**src/rtl/level_object_placer.sv**
```systemverilog
// Collects one random grid tile per level on successive Enter presses, then
// presents the pixel position and bitmap index of the selected level.
module level_object_placer #(
    parameter int NUM_LEVELS = 4,
    parameter int COORD_W    = 11,
    parameter int RAND_W     = 5,
    parameter int TILE_SHIFT = 6,
    parameter int X_OFFSET   = 15,
    parameter int Y_OFFSET   = 48,
    parameter int GRID_COLS  = 10,
    parameter int GRID_ROWS  = 7,
    parameter int LVL_W      = (NUM_LEVELS > 2) ? $clog2(NUM_LEVELS) : 1
) (
    input  logic               clk,
    input  logic               resetN,
    input  logic               i_enter_pressed,
    input  logic [LVL_W-1:0]   i_level_select,
    input  logic [RAND_W-1:0]  i_random_num1,
    input  logic [RAND_W-1:0]  i_random_num2,
    input  logic               i_game_on,
    output logic [COORD_W-1:0] o_topLeftX,
    output logic [COORD_W-1:0] o_topLeftY,
    output logic [LVL_W-1:0]   o_bitmap_sel,
    output logic               o_coords_valid,
    output logic               o_busy,
    output logic               o_reject_pulse,
    output logic [LVL_W:0]     o_slots_filled
);

    typedef enum logic [1:0] {
        IDLE_ST    = 2'd0,
        COLLECT_ST = 2'd1,
        READY_ST   = 2'd2
    } state_t;

    state_t              r_state;
    logic                r_enter_d;
    logic [RAND_W-1:0]   r_slot_col [NUM_LEVELS];
    logic [RAND_W-1:0]   r_slot_row [NUM_LEVELS];
    logic [COORD_W-1:0]  r_top_left_x;
    logic [COORD_W-1:0]  r_top_left_y;
    logic [LVL_W-1:0]    r_bitmap_sel;
    logic                r_coords_valid;
    logic                r_busy;
    logic                r_reject_pulse;
    logic [LVL_W:0]      r_slots_filled;

    logic                w_enter_rise;
    logic                w_out_of_grid;
    logic                w_player_start;
    logic                w_dup;
    logic                w_reject;
    logic                w_sel_ok;

    function automatic logic [COORD_W-1:0] tile_to_px(input logic [RAND_W-1:0] tile,
                                                      input int offset);
        return (COORD_W'(tile) << TILE_SHIFT) + COORD_W'(offset);
    endfunction

    assign w_enter_rise   = i_enter_pressed & ~r_enter_d;
    assign w_out_of_grid  = (32'(i_random_num1) >= GRID_COLS) || (32'(i_random_num2) >= GRID_ROWS);
    assign w_player_start = (i_random_num1 == {RAND_W{1'b0}}) && (i_random_num2 == {RAND_W{1'b0}});
    assign w_reject       = w_out_of_grid | w_player_start | w_dup;
    assign w_sel_ok       = 32'(i_level_select) < NUM_LEVELS;

    // Only slots below the fill count are live; older entries are stale after a restart.
    always_comb begin
        w_dup = 1'b0;
        for (int k = 0; k < NUM_LEVELS; k++) begin
            w_dup = w_dup | ((k < 32'(r_slots_filled)) &&
                             (r_slot_col[k] == i_random_num1) &&
                             (r_slot_row[k] == i_random_num2));
        end
    end

    // Control FSM with all outputs registered alongside the state.
    always_ff @(posedge clk or negedge resetN) begin
        if (!resetN) begin
            r_state        <= IDLE_ST;
            r_enter_d      <= 1'b0;
            r_top_left_x   <= {COORD_W{1'b0}};
            r_top_left_y   <= {COORD_W{1'b0}};
            r_bitmap_sel   <= {LVL_W{1'b0}};
            r_coords_valid <= 1'b0;
            r_busy         <= 1'b0;
            r_reject_pulse <= 1'b0;
            r_slots_filled <= {(LVL_W+1){1'b0}};
            for (int k = 0; k < NUM_LEVELS; k++) begin
                r_slot_col[k] <= {RAND_W{1'b0}};
                r_slot_row[k] <= {RAND_W{1'b0}};
            end
        end else begin
            r_enter_d      <= i_enter_pressed;
            r_reject_pulse <= 1'b0;
            case (r_state)
                IDLE_ST: begin
                    if (w_enter_rise) begin
                        r_state        <= COLLECT_ST;
                        r_slots_filled <= {(LVL_W+1){1'b0}};
                        r_busy         <= 1'b1;
                    end else begin
                        r_state <= IDLE_ST;
                    end
                end
                COLLECT_ST: begin
                    if (w_enter_rise && w_reject) begin
                        r_reject_pulse <= 1'b1;
                    end else if (w_enter_rise) begin
                        r_slot_col[r_slots_filled[LVL_W-1:0]] <= i_random_num1;
                        r_slot_row[r_slots_filled[LVL_W-1:0]] <= i_random_num2;
                        r_slots_filled <= r_slots_filled + (LVL_W+1)'(1);
                        if (r_slots_filled == (LVL_W+1)'(NUM_LEVELS - 1)) begin
                            r_state <= READY_ST;
                            r_busy  <= 1'b0;
                        end else begin
                            r_state <= COLLECT_ST;
                        end
                    end else begin
                        r_state <= COLLECT_ST;
                    end
                end
                READY_ST: begin
                    if (w_enter_rise && !i_game_on) begin
                        r_state        <= IDLE_ST;
                        r_coords_valid <= 1'b0;
                        r_slots_filled <= {(LVL_W+1){1'b0}};
                    end else if (w_sel_ok) begin
                        r_top_left_x   <= tile_to_px(r_slot_col[i_level_select], X_OFFSET);
                        r_top_left_y   <= tile_to_px(r_slot_row[i_level_select], Y_OFFSET);
                        r_bitmap_sel   <= i_level_select;
                        r_coords_valid <= 1'b1;
                    end else begin
                        r_coords_valid <= 1'b0;
                    end
                end
                default: begin
                    r_state <= IDLE_ST;
                end
            endcase
        end
    end

    assign o_topLeftX     = r_top_left_x;
    assign o_topLeftY     = r_top_left_y;
    assign o_bitmap_sel   = r_bitmap_sel;
    assign o_coords_valid = r_coords_valid;
    assign o_busy         = r_busy;
    assign o_reject_pulse = r_reject_pulse;
    assign o_slots_filled = r_slots_filled;

endmodule

```
**config.mk**
```make
export PLATFORM = sky130hd
export DESIGN_NAME = level_object_placer
export DESIGN_NICKNAME = d
export VERILOG_FILES = /design/src/rtl/level_object_placer.sv
export SDC_FILE = /design/constraint.sdc
export NUM_CORES = 1
export LEC_CHECK = 0
export ABC_AREA = 1
export CORE_MARGIN = 4
export CORE_UTILIZATION = 56
export DETAILED_ROUTE_END_ITERATION = 10
export GPL_TIMING_DRIVEN = 0
export PLACE_DENSITY = 0.91
export SLEW_MARGIN = 10
export SYNTH_ARGS = -nofsm -noshare
export SYNTH_HDL_FRONTEND = slang
export SYNTH_SLANG_ARGS = --single-unit
export TNS_END_PERCENT = 100
```
**constraint.sdc**
```tcl
create_clock -name clk -period 2.1 [get_ports clk]
set_input_delay 0.21 -clock clk [delete_from_list [all_inputs] [get_ports clk]]
set_output_delay 0.21 -clock clk [all_outputs]
set_load 0.005 [all_outputs]
```
==> metrics.yaml <==
worst-endpoint-required_ns: 2.33
dieArea_um2: 8000
grt_pass1_vias: 3535
antenna_found_initial: 0
min_path_type: "in2reg"
overflow: 0
htree_levels: 3
worstMarginPinSlew_ns: 0.786
finalNonFillerCells: 649
finalHoldViolCount: 0
synthDistinctLibCells: 32
drt-wirelength-per-cell_um: 15.9
ioPinCount: 46
yosys_warnings: 0
min_to: "r_slot_col[18]"
fin_nets: 588
synth_seq_cells: 62
startpoint_type: "input port"
skew_ns: 0.00941
via_per_inst: 5.59
worst-path-max-fanout: 10
die_y_um: 89.5
die_w_um: 89.5
clock-sinks: 62
postSynthAreaPerCell_um2: 7.15
port_buffers: 31
final_cell_mix: "nand2_1 (194), dfrtp_1 (62), inv_1 (60)"
core_um2: 6390
antennaDiodeCount: 0
ir_worst_vdd_uv: 761
cts_max_path_buffers: 2
clk_latency_ns: 0.35
power.leakage_uw: 0.00232
fmax_mhz: 508
drc: 0
root_buffer: "clkbuf_8"
min_from: "i_random_num1[3]"
rsz0062_at_grt: "false"
num_rows: 29
r2r_end: "r_slot_row[1]"
critPathCaptureType: "flop"
start_util_pct: 58.2
vias: 3627
slew-limit-headroom_pct: 47.6
numCtsBuffers: 9
final_max_slew_viol_count: 0
setup.worst_path.start: "i_random_num2[3]"
power_uw: 3900
reg2reg_depth: 11
dp_hpwl_um: 7250
drive_gt1_share_pct: 10.5
fin_crit_sh_pct: 93.7
cts_resized: 0
rrSetupSlack_ns: 0.16
status: "complete, no violations"
drt_first_pass_iters: 6
synth_cells: 520
crit_type: "in2reg"
grt_usage_pct: 28.3
holdPathStages: 3
tritoncts: "yes"
reg2reg_from: "o_slots_filled[1]"
drtAntennaViolNets: 0
fillerInstances: 520
syn2layout_area_growth_pct: 18.0
grt_max_degree: 63
final-setup-viol-count: 0
ctsHoldBuffers: 1
min_period_ns: 1.97
power.density_nw_per_um2: 889
dp.cells: 633
grt_pass1_wl_um: 16900
clkSlewWorstSetupHoldPaths_ns: 0.07
globalplace.congestion: 1.00
yosysSeqAreaShare_pct: 41.8
mostFrequentLayoutCell: "nand2_1"
routed_wl_um: 10300
initialDrtViolationCount: 395
post-cts-setup-buffers: 0
max_cap_violations: 0
worstPathArrival_ns: 2.20
synth.cell_area_um2: 3720
==> report_power, final <==
group          leakage, uW  total (uW)  internal, uW  switching, uW
clock             0.000119        1290           813            481
combinational      0.00137        1060           397            664
sequential        0.000838        1540          1370            176
total              0.00232        3900          2580           1320
==> layer usage <==
layer	up-vias	track usage, %	wire length, um
met5	-	0	0
met4	0	12.6	286
met3	27	6.54	1060
met2	204	45.5	4920
met1	1689	36.4	4030
li1	1707	-	-
==> how the worst max path moves through the flow <==
stage                                end  slack, ns
after floorplan            r_slot_row[0]       0.54
after global placement    r_slot_row[10]      -1.14
after detailed placement   r_slot_row[1]      -0.14
after CTS                  r_slot_row[1]       0.19
after global routing       r_slot_row[1]      0.007
final                      r_slot_row[1]       0.13
==> logic make-up (layout without fill, tap and decap cells) <==
| family | Yosys count | in the layout | share of synthesized area, % |
|---|---|---|---|
| fa+ha+maj | 4 | 4 | 1.35 |
| flops | 62 | 62 | 41.8 |
| compound gates | 48 | 48 | 6.97 |
| buf+inv | 104 | 151 | 13.1 |
| other cells | 1 | 6 | 0.101 |
| xor+xnor | 12 | 12 | 2.83 |
| simple gates | 289 | 289 | 33.9 |
==> synth_stat cells <==
cell        n  area [um2]
nor2_1     36         135
nand3_1    12        60.1
conb_1      1        3.75
a31oi_1     4        25.0
o21ai_0    27         135
buf_6       4        45.0
buf_2       3        15.0
o21bai_2    1        11.3
nor2_4      1        11.3
nor3_2      1        10.0
ha_1        4        50.1
o211ai_1    1        7.51
a21oi_1    10        50.1
nor3_1      1        5.00
nand3_2     6        60.1
buf_4      17         128
xor2_1      4        35.0
xnor2_1     8        70.1
o21ai_1     1        5.00
buf_1       1        3.75
nand3_4     1        17.5
o22ai_1     4        25.0
or2_2       1        6.26
inv_1      60         225
nand2_1   194         728
clkbuf_1   10        37.5
inv_2       8        30.0
nand2_2     1        6.26
clkinv_1    1        3.75
nor2_2      1        6.26
dfrtp_1    62        1550
nand4_1    34         213
==> cell type report <==
class	instances	area (um2)	area share [%]
tap	77	96.3	2.20
clock inverter	4	95.1	2.17
clock buffer	11	141	3.22
inverter	69	259	5.91
buffer	35	229	5.22
timing repair buffer	32	318	7.25
multi-input combinational	359	1700	38.7
sequential	62	1550	35.4
==> critical path: stages <==
cell and delay (ns):
clkdlybuf4s50_1 0.56, inv_2 0.17, nand2_1 0.07, nand2_1 0.07, inv_1 0.04, nand2_1 0.06, nor2_1 0.04, nand3_1 0.09
nand3_2 0.11, nor2_4 0.24, buf_6 0.19, nand3_4 0.16, nand2_1 0.11, nand2_1 0.06
==> registers in the layout, indices dropped and copies added, names as in the netlist <==
register,count
o_reject_pulse,1
o_bitmap_sel,2
r_enter_d,1
r_slot_col,20
r_state,2
o_busy,1
o_topLeftY,5
o_topLeftX,6
r_slot_row,20
o_slots_filled,3
o_coords_valid,1
==> metrics by stage <==
stage	setup slack (ns)	TNS, ns	utilization (%)	instance area [um2]	hold WS, ns
6_report	0.133	0	68.7	4390	0.141
4_1_cts	0.186	0	68.7	4390	0.137
2_1_floorplan	0.542	0	-	3730	-0.0856
3_3_place_gp	-1.14	-72.45	64.9	4140	0.461
5_1_grt	0.00682	0	68.7	4390	0.133
3_5_place_dp	-0.144	-3.20	64.8	4140	0.350
Power figures use the tool's default switching activity.
